File: config.mk
export PLATFORM = sky130hd
export DESIGN_NAME = core_mem_if
export DESIGN_NICKNAME = d
export VERILOG_FILES = /design/src/rtl/core_mem_if.sv
export SDC_FILE = /design/constraint.sdc
export NUM_CORES = 1
export LEC_CHECK = 0
export ABC_AREA = 0
export BUFFER_PORTS_ARGS = -buffer_cell sky130_fd_sc_hd__buf_2
export CELL_PAD_IN_SITES_DETAIL_PLACEMENT = 0
export CELL_PAD_IN_SITES_GLOBAL_PLACEMENT = 1
export CORE_ASPECT_RATIO = 0.9
export CORE_UTILIZATION = 36
export CTS_BUF_LIST = sky130_fd_sc_hd__clkbuf_8
export DETAILED_ROUTE_END_ITERATION = 7
export PLACE_DENSITY_LB_ADDON = 0.2
export SYNTH_ARGS = -nofsm -noshare
export SYNTH_HDL_FRONTEND = slang
export SYNTH_SLANG_ARGS = --single-unit
export TNS_END_PERCENT = 30
File: constraint.sdc
create_clock -name clk -period 8.7 [get_ports clk]
set_clock_uncertainty 0.2 [all_clocks]
set_input_delay 0.87 -clock clk [delete_from_list [all_inputs] [get_ports clk]]
set_output_delay 0.87 -clock clk [all_outputs]
set_load 0.05 [all_outputs]
File: src/rtl/core_mem_if.sv
// Load/store bus master between the execute stage and a valid/ack system bus.
// Every access starts with a read beat; stores add a write beat of the merged word.
module core_mem_if #(
    parameter int TIMEOUT_CYCLES = 255,
    parameter int CNT_WIDTH      = 8
) (
    input  logic        clk,
    input  logic        rst,
    input  logic        ex_req_in,
    input  logic        ex_rw_in,
    input  logic [31:0] ex_addr_in,
    input  logic [31:0] ex_wdata_in,
    output logic [31:0] ex_rdata_out,
    output logic        hold_flag_out,
    output logic        mem_err_out,
    output logic        bus_req_out,
    output logic        bus_we_out,
    output logic [31:0] bus_addr_out,
    output logic [31:0] bus_wdata_out,
    input  logic        bus_ack_in,
    input  logic [31:0] bus_rdata_in
);

    typedef enum logic [1:0] {
        IDLE,
        RD,
        WR,
        DONE
    } state_t;

    localparam logic [CNT_WIDTH-1:0] CNT_LAST = CNT_WIDTH'(TIMEOUT_CYCLES - 1);

    state_t              state_q, state_d;
    logic [CNT_WIDTH-1:0] cnt_q, cnt_d;
    logic                is_wr_q, is_wr_d;
    logic [31:0]         rdata_q, rdata_d;
    logic [31:0]         addr_q, addr_d;
    logic [31:0]         wdata_q, wdata_d;
    logic                req_q, req_d;
    logic                we_q, we_d;
    logic                err_q, err_d;

    logic ack;
    logic expired;

    // An ack only counts while a beat is actually on the bus.
    assign ack     = bus_ack_in & req_q;
    assign expired = (cnt_q == CNT_LAST);

    always_comb begin
        // NOTE: every signal gets its hold value first so no path leaves one unassigned (no latches).
        state_d = state_q;
        cnt_d   = cnt_q;
        is_wr_d = is_wr_q;
        rdata_d = rdata_q;
        addr_d  = addr_q;
        wdata_d = wdata_q;
        req_d   = req_q;
        we_d    = we_q;
        err_d   = 1'b0;

        unique case (state_q)
            IDLE: begin
                if (ex_req_in) begin
                    state_d = RD;
                    addr_d  = ex_addr_in;
                    is_wr_d = ex_rw_in;
                    we_d    = 1'b0;
                    req_d   = 1'b1;
                    cnt_d   = '0;
                end
            end
            RD: begin
                if (ack) begin
                    rdata_d = bus_rdata_in;
                    cnt_d   = '0;
                    if (is_wr_q) begin
                        // Execute stage has already merged its lanes into ex_wdata_in.
                        state_d = WR;
                        we_d    = 1'b1;
                        wdata_d = ex_wdata_in;
                    end else begin
                        state_d = DONE;
                        req_d   = 1'b0;
                    end
                end else if (expired) begin
                    state_d = DONE;
                    req_d   = 1'b0;
                    rdata_d = '0;
                    err_d   = 1'b1;
                end else begin
                    cnt_d = cnt_q + 1'b1;
                end
            end
            WR: begin
                if (ack) begin
                    state_d = DONE;
                    req_d   = 1'b0;
                    we_d    = 1'b0;
                end else if (expired) begin
                    state_d = DONE;
                    req_d   = 1'b0;
                    we_d    = 1'b0;
                    err_d   = 1'b1;
                end else begin
                    cnt_d = cnt_q + 1'b1;
                end
            end
            DONE: begin
                state_d = IDLE;
            end
            default: begin
                state_d = IDLE;
                req_d   = 1'b0;
                we_d    = 1'b0;
            end
        endcase
    end

    always_ff @(posedge clk or posedge rst) begin
        if (rst) begin
            state_q <= IDLE;
            cnt_q   <= '0;
            is_wr_q <= 1'b0;
            rdata_q <= '0;
            addr_q  <= '0;
            wdata_q <= '0;
            req_q   <= 1'b0;
            we_q    <= 1'b0;
            err_q   <= 1'b0;
        end else begin
            // NOTE: non-blocking so every flop samples the pre-edge values of the others.
            state_q <= state_d;
            cnt_q   <= cnt_d;
            is_wr_q <= is_wr_d;
            rdata_q <= rdata_d;
            addr_q  <= addr_d;
            wdata_q <= wdata_d;
            req_q   <= req_d;
            we_q    <= we_d;
            err_q   <= err_d;
        end
    end

    // Hold is released in DONE so the pipeline advances on that edge.
    assign hold_flag_out = !rst && ((state_q == RD) || (state_q == WR) ||
                                    ((state_q == IDLE) && ex_req_in));

    assign ex_rdata_out  = rdata_q;
    assign mem_err_out   = err_q;
    assign bus_req_out   = req_q;
    assign bus_we_out    = we_q;
    assign bus_addr_out  = addr_q;
    assign bus_wdata_out = wdata_q;

endmodule

==> metrics <==
worst hold stages=1; number of flops mapped to enable cells by yosys=0; Synth top cells by count=dfrtp_1, mux2_2, a22o_1, mux2_4; WL final=roughly 11000 um; status=finished, final reports clean; post-CTS resize count=0; largest net degree at the start of global routing=61; Pre-Repair DR Iteration Count=4; layout cells sized above 1=about 57%; setup TNS=0 ns; FF-to-FF path depth=6; dominant cell type by area after synthesis=dfrtp_1; CP Launch Type=flop; # Post-CTS Setup Buffers=0; Mapped Area=between 4000 and 5000 um^2; fin crit share=between 30 and 40%; Hold Slack=0.306 ns; Cell Chain, Critical Path=inv_1 > ha_1 > a21oi_1 > nor2_1 > buf_2; synth unique cells=38; final hold viol count=0; die height=108 um; YS warnings=0; Die Width=120 um; final worst slack=5.91 ns; Post-synth ARST share=100%; CTS Root Buffer Type=clkbuf_8; Initial Utilization=37.3%; initial antenna violation count=0; max-slew violation count=0; min cycle time layout=around 2.8 ns; most common cell in the netlist=dfrtp_1; crit-path max cell delay=0.42 ns; arrival time worst endpoint=1.72 ns; CP Max Fanout=8; dpl hpwl=7920 um; gr ovfl total=0; final setup fails=0; Avg Inst Size Synth=14.9 um^2; FP Rows=38; latest clock arrival within the worst-skew pair=0.37 ns; number of global-route vias before repair=3207; Core Area=12100 um^2; wire length per cell=16.3 um; TritonCTS clock tree=yes; relative slew slack=50.1%; RSZ-0062 raised after global routing=no; CTS Buffer Depth=2; Area growth syn-to-layout=29.5%; Worst Path Required=around 7.6 ns; synthesized flop and latch total=110; drt first-iter violations=183; antenna viol nets, final=0; Port Buffers=200; Post-Syn Nets=412; Worst-path clk slew=0.10 ns; first-pass GRT wire length=between 15000 and 20000 um; CTS Sinks=110; Via density=4.84; max cap viols=0; IO Count=~200; GP Congestion=0.817; Vias=3235; level count of the clock H-tree=3; gr usage total=17.2%; cts hold-fix bufs=0; Final Util=between 40% and 50%; maximum operating frequency=358 MHz; Yosys top cell area share=60.9%; Crit Path Class=reg2out; Hold Path Class=reg2reg; top cells by area, synth=dfrtp_1, mux2_4, mux2_2; crit end category=primary output; die area=13000 um^2; pre-CTS setup slack=5.98 ns; Main synth FF type=dfrtp_1; Worst Tran Pin Value=0.749 ns; ANT cells=0; Final #Nets=~600; r2r setup slk=6.13 ns; cells after synthesis=304; CP max-delay cell=dfrtp_1; CTS buffer count=9; register area share after synthesis=60.9%; DRC viols=0
[path summary, 6_finish.rpt]
| path | start | endpoint |
|---|---|---|
| min in group asynchronous | rst | bus_addr_out[1] |
| max in group asynchronous | rst | bus_addr_out[8] |
| worst min-delay path | ex_rdata_out[22] | ex_rdata_out[22] |
| worst max register to register | state_q[1] | bus_wdata_out[20] |
| worst min register to register | ex_rdata_out[22] | ex_rdata_out[22] |
| worst max-delay path | state_q[0] | hold_flag_out |
[critical path: cells and delay by family, from the launching register on]
kind / cells / cell delay, ns
compound gates: 1 / 0.13
simple gates: 1 / 0.09
buf+inv: 2 / 0.40
fa+ha+maj: 1 / 0.31
flops: 1 / 0.42
[through the flow]
step | instances | instance area (um^2)
final | 668 | 5850
after CTS | 668 | 5850
after global routing | 668 | 5850
after global placement | 652 | 5630
after floorplan | 304 | 4520
after detailed placement | 652 | 5630
[layer usage]
| layer | track usage, % | vias to the layer above | wire, um |
|---|---|---|---|
| li1 | - | 1518 | - |
| met1 | 23.0 | 1563 | 4750 |
| met2 | 26.6 | 145 | 4970 |
| met3 | 5.75 | 9 | 1030 |
| met4 | 5.09 | 0 | 123 |
| met5 | 0 | - | 0 |
[layout by cell type (no fill, tap or decap), drive strengths merged, types with 2 or more instances in the layout]
cell type	Yosys	final
bufinv	0	2
a211oi	2	2
nand2	8	8
nand2b	3	3
buf	14	203
o21a	2	2
a31o	2	2
a21boi	2	2
a31oi	2	2
mux2	65	65
o21ai	8	8
and3	5	5
nand3	6	6
clkbuf	1	9
ha	7	7
nor3	3	3
a2bb2oi	2	2
a21oi	7	7
inv	5	7
nand4	4	4
clkinv	0	3
dfrtp	110	110
nor2	5	5
a22o	33	33
[cell type report]
type	instances	area, um^2
clock buffers	9	124
clock inverters	7	97.6
fillers	1128	6270
inverters	5	21.3
multi-input cells	174	1630
flip-flops and latches	110	2750
well taps	160	200
repair buffers	203	1020
[cells by family after synthesis]
kind of cell / after synthesis / synth area share [%]
simple gates: 36 / 4.43
fa+ha+maj: 7 / 1.94
mux: 65 / 18.5
compound gates: 66 / 11.2
buf+inv: 20 / 2.96
flops: 110 / 60.9
[registers in the layout, indices dropped and copies added, names as in the netlist]
signal / cells
bus_addr_out: 32
state_q: 2
cnt_q: 8
bus_wdata_out: 32
mem_err_out: 1
ex_rdata_out: 32
bus_req_out: 1
is_wr_q: 1
bus_we_out: 1
Power is left out: the tool's default activity adds up to more than one toggle a clock period on the data nets, which glitch-free logic cannot reach.
